`config.mk`:
```
export PLATFORM = sky130hd
export DESIGN_NAME = spi_mem_responder
export DESIGN_NICKNAME = d
export VERILOG_FILES = /design/src/rtl/spi_mem_pkg.sv /design/src/rtl/spi_pin_sync.sv /design/src/rtl/spi_mem_responder.sv
export SDC_FILE = /design/constraint.sdc
export NUM_CORES = 1
export LEC_CHECK = 0
export CAP_MARGIN = 20
export CORE_MARGIN = 2
export CORE_UTILIZATION = 65
export DETAILED_ROUTE_END_ITERATION = 8
export PLACE_DENSITY = 0.84
export SYNTH_ARGS = -nofsm -noshare
export SYNTH_HDL_FRONTEND = slang
export SYNTH_SLANG_ARGS = --single-unit
```
`constraint.sdc`:
```
create_clock -name clk -period 5.5 [get_ports clk]
set_clock_uncertainty 0.2 [all_clocks]
set_input_delay 1.375 -clock clk [delete_from_list [all_inputs] [get_ports clk]]
set_output_delay 1.375 -clock clk [all_outputs]
set_load 0.03 [all_outputs]
```
`src/rtl/spi_mem_pkg.sv`:
```
// spi_mem_pkg: command codes, address width and FSM states shared with the CPU-side SPI memory controller.
package spi_mem_pkg;

    localparam logic [7:0] SPI_CMD_READ  = 8'h03;
    localparam logic [7:0] SPI_CMD_WRITE = 8'h02;
    localparam int         SPI_ADDR_BITS = 24;

    typedef enum logic [2:0] {
        ST_IDLE,
        ST_CMD,
        ST_ADDR,
        ST_READ,
        ST_WRITE,
        ST_IGNORE
    } state_e;

endpackage

```
`src/rtl/spi_pin_sync.sv`:
```
// spi_pin_sync: two-flop synchronizer for an asynchronous pin plus an edge register producing one-cycle rise/fall strobes.
module spi_pin_sync (
    input  logic clk,
    input  logic rst,
    input  logic pin_i,
    output logic q_o,
    output logic rise_o,
    output logic fall_o
);

    logic [2:0] sync_q;

    // Stages 0 and 1 resolve metastability; stage 2 holds the previous synchronized value for edge detection.
    always_ff @(posedge clk) begin
        if (rst) sync_q <= '0;
        else     sync_q <= {sync_q[1:0], pin_i};
    end

    assign q_o    = sync_q[1];
    assign rise_o = sync_q[1] & ~sync_q[2];
    assign fall_o = ~sync_q[1] & sync_q[2];

endmodule

```
`src/rtl/spi_mem_responder.sv`:
```
// spi_mem_responder: 23LC-style SPI serial RAM target (READ 0x03 / WRITE 0x02, 24-bit address) over an internal byte array.
module spi_mem_responder
    import spi_mem_pkg::*;
#(
    parameter int DEPTH_BYTES = 64
) (
    input  logic clk,
    input  logic rst,
    input  logic sclk,
    input  logic mosi,
    input  logic cs_n,
    output logic miso,
    output logic busy,
    output logic cmd_err
);

    localparam int AW = $clog2(DEPTH_BYTES);

    logic                     sclk_s_unused;
    logic                     sclk_rise;
    logic                     sclk_fall;
    logic                     cs_s;
    logic                     cs_rise_unused;
    logic                     cs_fall_unused;
    logic [1:0]               mosi_q;
    logic                     mosi_s;

    state_e                   state_q;
    logic [7:0]               cmd_q;
    logic [4:0]               cnt_q;
    logic [6:0]               rx_q;
    logic [7:0]               tx_q;
    logic [SPI_ADDR_BITS-1:0] addr_q;
    logic                     miso_q;
    logic                     busy_q;
    logic                     cmd_err_q;
    logic                     cs_seen_high_q;

    logic [7:0]               mem_q [DEPTH_BYTES];

    logic [7:0]               rx_byte_d;
    logic [SPI_ADDR_BITS-1:0] addr_shift_d;
    logic [SPI_ADDR_BITS-1:0] addr_inc_d;
    logic [AW-1:0]            rd_idx_d;
    logic [7:0]               rd_data_d;
    logic                     wr_en_d;

    spi_pin_sync u_sclk_sync (
        .clk    (clk),
        .rst    (rst),
        .pin_i  (sclk),
        .q_o    (sclk_s_unused),
        .rise_o (sclk_rise),
        .fall_o (sclk_fall)
    );

    spi_pin_sync u_cs_sync (
        .clk    (clk),
        .rst    (rst),
        .pin_i  (cs_n),
        .q_o    (cs_s),
        .rise_o (cs_rise_unused),
        .fall_o (cs_fall_unused)
    );

    // mosi only needs to line up with the sclk strobes, so it gets the same two-flop delay without an edge stage.
    always_ff @(posedge clk) begin
        if (rst) mosi_q <= '0;
        else     mosi_q <= {mosi_q[0], mosi};
    end

    assign mosi_s = mosi_q[1];

    // Next-value helpers: completed rx byte, shifted address, incremented address and the array read index.
    always_comb begin
        rx_byte_d    = {rx_q, mosi_s};
        addr_shift_d = {addr_q[SPI_ADDR_BITS-2:0], mosi_s};
        addr_inc_d   = addr_q + 24'd1;
        rd_idx_d     = (state_q == ST_ADDR) ? addr_shift_d[AW-1:0] : addr_inc_d[AW-1:0];
        rd_data_d    = mem_q[rd_idx_d];
        wr_en_d      = !rst && !cs_s && sclk_rise && state_q == ST_WRITE && cnt_q[2:0] == 3'd7;
    end

    // Byte array write port; a deselect seen in the same cycle as the 8th bit suppresses the write.
    always_ff @(posedge clk) begin
        if (wr_en_d) mem_q[addr_q[AW-1:0]] <= rx_byte_d;
    end

    // Protocol FSM; deselect has priority over every state, and a reset leaves it idle until cs_n has been seen high.
    always_ff @(posedge clk) begin
        if (rst) begin
            state_q        <= ST_IDLE;
            cmd_q          <= '0;
            cnt_q          <= '0;
            rx_q           <= '0;
            tx_q           <= '0;
            addr_q         <= '0;
            miso_q         <= 1'b0;
            busy_q         <= 1'b0;
            cmd_err_q      <= 1'b0;
            cs_seen_high_q <= 1'b0;
        end else if (cs_s) begin
            state_q        <= ST_IDLE;
            cmd_q          <= '0;
            cnt_q          <= '0;
            rx_q           <= '0;
            tx_q           <= '0;
            addr_q         <= '0;
            miso_q         <= 1'b0;
            busy_q         <= 1'b0;
            cs_seen_high_q <= 1'b1;
        end else begin
            case (state_q)
                ST_IDLE: begin
                    if (cs_seen_high_q) begin
                        state_q <= ST_CMD;
                        busy_q  <= 1'b1;
                    end
                end
                ST_CMD: begin
                    if (sclk_rise) begin
                        rx_q  <= rx_byte_d[6:0];
                        cnt_q <= cnt_q + 5'd1;
                        if (cnt_q == 5'd7) begin
                            cnt_q <= '0;
                            if (rx_byte_d == SPI_CMD_READ || rx_byte_d == SPI_CMD_WRITE) begin
                                cmd_q   <= rx_byte_d;
                                state_q <= ST_ADDR;
                            end else begin
                                cmd_err_q <= 1'b1;
                                state_q   <= ST_IGNORE;
                            end
                        end
                    end
                end
                ST_ADDR: begin
                    if (sclk_rise) begin
                        addr_q <= addr_shift_d;
                        cnt_q  <= cnt_q + 5'd1;
                        if (cnt_q == 5'd23) begin
                            cnt_q <= '0;
                            if (cmd_q == SPI_CMD_READ) begin
                                state_q <= ST_READ;
                                tx_q    <= rd_data_d;
                            end else begin
                                state_q <= ST_WRITE;
                            end
                        end
                    end
                end
                ST_READ: begin
                    if (sclk_fall) begin
                        miso_q <= tx_q[7];
                        tx_q   <= {tx_q[6:0], 1'b0};
                    end
                    if (sclk_rise) begin
                        cnt_q <= {2'b00, cnt_q[2:0] + 3'd1};
                        if (cnt_q[2:0] == 3'd7) begin
                            addr_q <= addr_inc_d;
                            tx_q   <= rd_data_d;
                        end
                    end
                end
                ST_WRITE: begin
                    if (sclk_rise) begin
                        rx_q  <= rx_byte_d[6:0];
                        cnt_q <= {2'b00, cnt_q[2:0] + 3'd1};
                        if (cnt_q[2:0] == 3'd7) addr_q <= addr_inc_d;
                    end
                end
                default: ;
            endcase
        end
    end

    assign miso    = miso_q;
    assign busy    = busy_q;
    assign cmd_err = cmd_err_q;

endmodule
```
==> results.yml <==
status:
  status: "complete, no violations"
die:
  chipWidth_um: 195
  rows: 70
  die_h_um: 195
  core_area_um2: 36300
  dieArea_um2: 38200
  start_util: 0.655
  ioPinCount: 8
placed_design:
  dpl_cell_area_um2: 24200
  place_ws_ns: 0.721
  dp_hpwl_mm: 36.2
  io_buffers: 7
  routabilityCongestion: 0.955
  dp_cells: 2163
critical_path:
  critPathKind: "reg -> reg"
  cp-start-kind: "register"
  crit_slowest_cell: "nor2_1"
  cp.arrival_ns: 4.71
  required_ns: 5.79
  cp_common_cell: "buf_4"
  slowest_delay_ns: 0.95
  critical_path.cell_chain: "or3b_1 -> buf_4 -> buf_4 -> a21oi_4 -> nor2_1 -> a32oi_1 -> and3_1 -> a31oi_1 -> a221oi_1 -> a32o_1"
  cp_max_fo: 17
  endpoint_kind: "register"
  critPathBufInv: 2
  cpLargestDelayFamily: "simple AND/OR/NAND/NOR gates"
synth:
  yosysSeqAreaShare: 0.686
  synthTopCellsByCount: "edfxtp_1 (512), nand2_1 (316), nand3_1 (129)"
  synth_top_area_cell: "edfxtp_1"
  synth_seq_cells: 560
  async_reset_ff_frac: 0
  synthFlopType: "edfxtp_1"
  synth_area_leaders: "edfxtp_1 (65%), mux2i_1 (5.1%), nand2_1 (5.0%)"
  ys_warn_count: 0
  synth_nets: 1783
  synth.most_common_cell: "edfxtp_1"
  syn_area_per_cell_um2: 13.4
  synth_cells: 1775
  synth_cell_type_count: 79
  netlist_area_um2: 23800
  synth-edff-count: 512
  synth_top_area_frac: 0.646
timing:
  finalCritPeriodShare: 0.804
  worst_pin_slew_ns: 1.21
  max-slew-margin-rel: 0.191
  clock.fmax_mhz: 226
  hold_slack_ns: 0.238
  drv_slew: 0
  setup_viol_count_final: 0
  setup_tns_ns: 0
  setup_slack_ns: 1.08
  rsz0062_at_grt: "no"
  period_minus_slack_ns: 4.42
  finalHoldViolations: 0
layout:
  instances_no_fill: 2261
  finish.utilization: 0.714
  nets: 1759
  fill_cells: 2247
  areaGrowthSynthToFinish_pct: 8.98
  postLayoutCellArea_um2: 25900
  num_antenna_cells: 0
  layout-drive-gt1-share: 0.104
clock_network:
  htree_levels: 2
  cts_tree: "built"
  cts-resized-gates: 0
  clockBufferDepth: 3
  ctsHoldBuffers: 0
  clk_latency_ns: 0.60
  cts_buffers: 54
  cts.clk_slew.worst_paths_ns: 0.06
  postCtsSetupBuffers: 0
  clockRootBuffer: "clkbuf_16"
  cts.sink_count: 560
pwr:
  peakVddDrop_mv: 0.322
  power_mw: 8.34
  power_density_nw_per_um2: 321
  p_leak_nw: 8.50
routing:
  totalWireLength_mm: 60.4
  drt_pre_antenna_iters: 8
  antenna_left: 0
  first_iter_violations: 2463
  drt_drc_violations_left: 0
  routed_via_density: 6.89
  vias: 15600
  wl_per_cell_um: 26.7
hold_path:
  min_path_type: "reg -> reg"
grt:
  antenna_found_initial: 0
  grt_pass1_wl_mm: 90.8
  grt_usage: 0.320
  grt_max_degree: 98
  grt-ovfl-total: 0
  grt_pass1_vias: 14900
job:
  max-cap-violations: 0
-- worst reg2reg max path, cell delays in order, from the launching register on --
cell      delay (ns)
dfxtp_1         0.72
or3b_1          0.64
buf_4           0.36
buf_4           0.24
a21oi_4         0.09
nor2_1          0.95
a32oi_1         0.15
and3_1          0.24
a31oi_1         0.30
a221oi_1        0.13
a32o_1          0.30
-- cell families after synthesis --
| logic type | count (synthesis) | synth area share |
|---|---|---|
| and+or+nand+nor | 680 | 0.128 |
| xor gates and xnor gates | 6 | 0.00252 |
| adders and majority gates | 3 | 0.00158 |
| AOI/OAI and AO/OA | 228 | 0.0710 |
| buffers and inverters | 139 | 0.0300 |
| muxes | 159 | 0.0808 |
| DFF | 560 | 0.686 |
-- power breakdown --
part	internal (mW)	total [mW]	switching, mW	leakage (nW)
Clock	2.16	3.70	1.54	0.872
Combinational	0.0172	0.0436	0.0264	2.49
Sequential	4.58	4.59	0.00886	5.14
-- per-layer routing --
metal  vias to the layer above  share of wire  global-route usage
met2                      1168           0.47               0.507
met5                         -              0                   0
met4                         0          0.050               0.142
met1                      7539           0.36               0.435
met3                       225           0.12              0.0663
li1                       6655              -                   -
-- final timing paths --
kind | startpoint | end | slack (ns) | depth (start not counted)
hold / removal | mosi_q[0]$_SDFF_PP0_ | mosi_q[1]$_SDFF_PP0_ | 0.24 | 1
setup reg to reg | state_q[2]$_SDFFE_PP0P_ | tx_q[4]$_SDFFE_PP0P_ | 1.08 | 10
hold reg to reg | mosi_q[0]$_SDFF_PP0_ | mosi_q[1]$_SDFF_PP0_ | 0.24 | 1
setup / recovery | state_q[2]$_SDFFE_PP0P_ | tx_q[4]$_SDFFE_PP0P_ | 1.08 | 10
-- final cells by class --
type / instances / area [um2] / area share
clock buffers: 64 / 1450 / 0.0560
clock inverters: 34 / 319 / 0.0123
inverters: 16 / 60.1 / 0.00231
multi-input cells: 1076 / 6790 / 0.262
flip-flops and latches: 560 / 16400 / 0.631
well taps: 468 / 586 / 0.0226
repair buffers: 43 / 378 / 0.0146
-- cell usage in the layout (no fill, tap or decap), drive strengths merged, types with 4 or more instances in the layout --
master / instances
nand3: 129
and2: 15
a2111oi: 4
or2: 5
clkdlybuf4s50: 7
mux2i: 122
edfxtp: 512
nor3: 4
nand2: 317
buf: 36
nor4: 6
a311oi: 27
nor2: 125
a311o: 8
o31ai: 7
o22ai: 13
a32oi: 14
mux4: 24
mux2: 13
clkinv: 27
dfxtp: 48
a31oi: 19
a21o: 5
a22o: 5
a22oi: 15
inv: 15
a21oi: 35
and3: 12
a211oi: 30
or3: 12
nand4: 15
bufinv: 6
nor2b: 13
nand3b: 9
a31o: 4
o21ai: 19
clkbuf: 64
o221ai: 6
-- flip-flops by register name, summed over array words and instances (netlist names) --
signal and cells:
addr_q 6, u_cs_sync.sync_q 2, state_q 3, u_sclk_sync.sync_q 3, cmd_err 1, rx_q 7, cmd_q 8, tx_q 8
mosi_q 2, cs_seen_high_q 1, busy 1, miso 1, mem_q 512, cnt_q 5
Power figures use the tool's default switching activity.
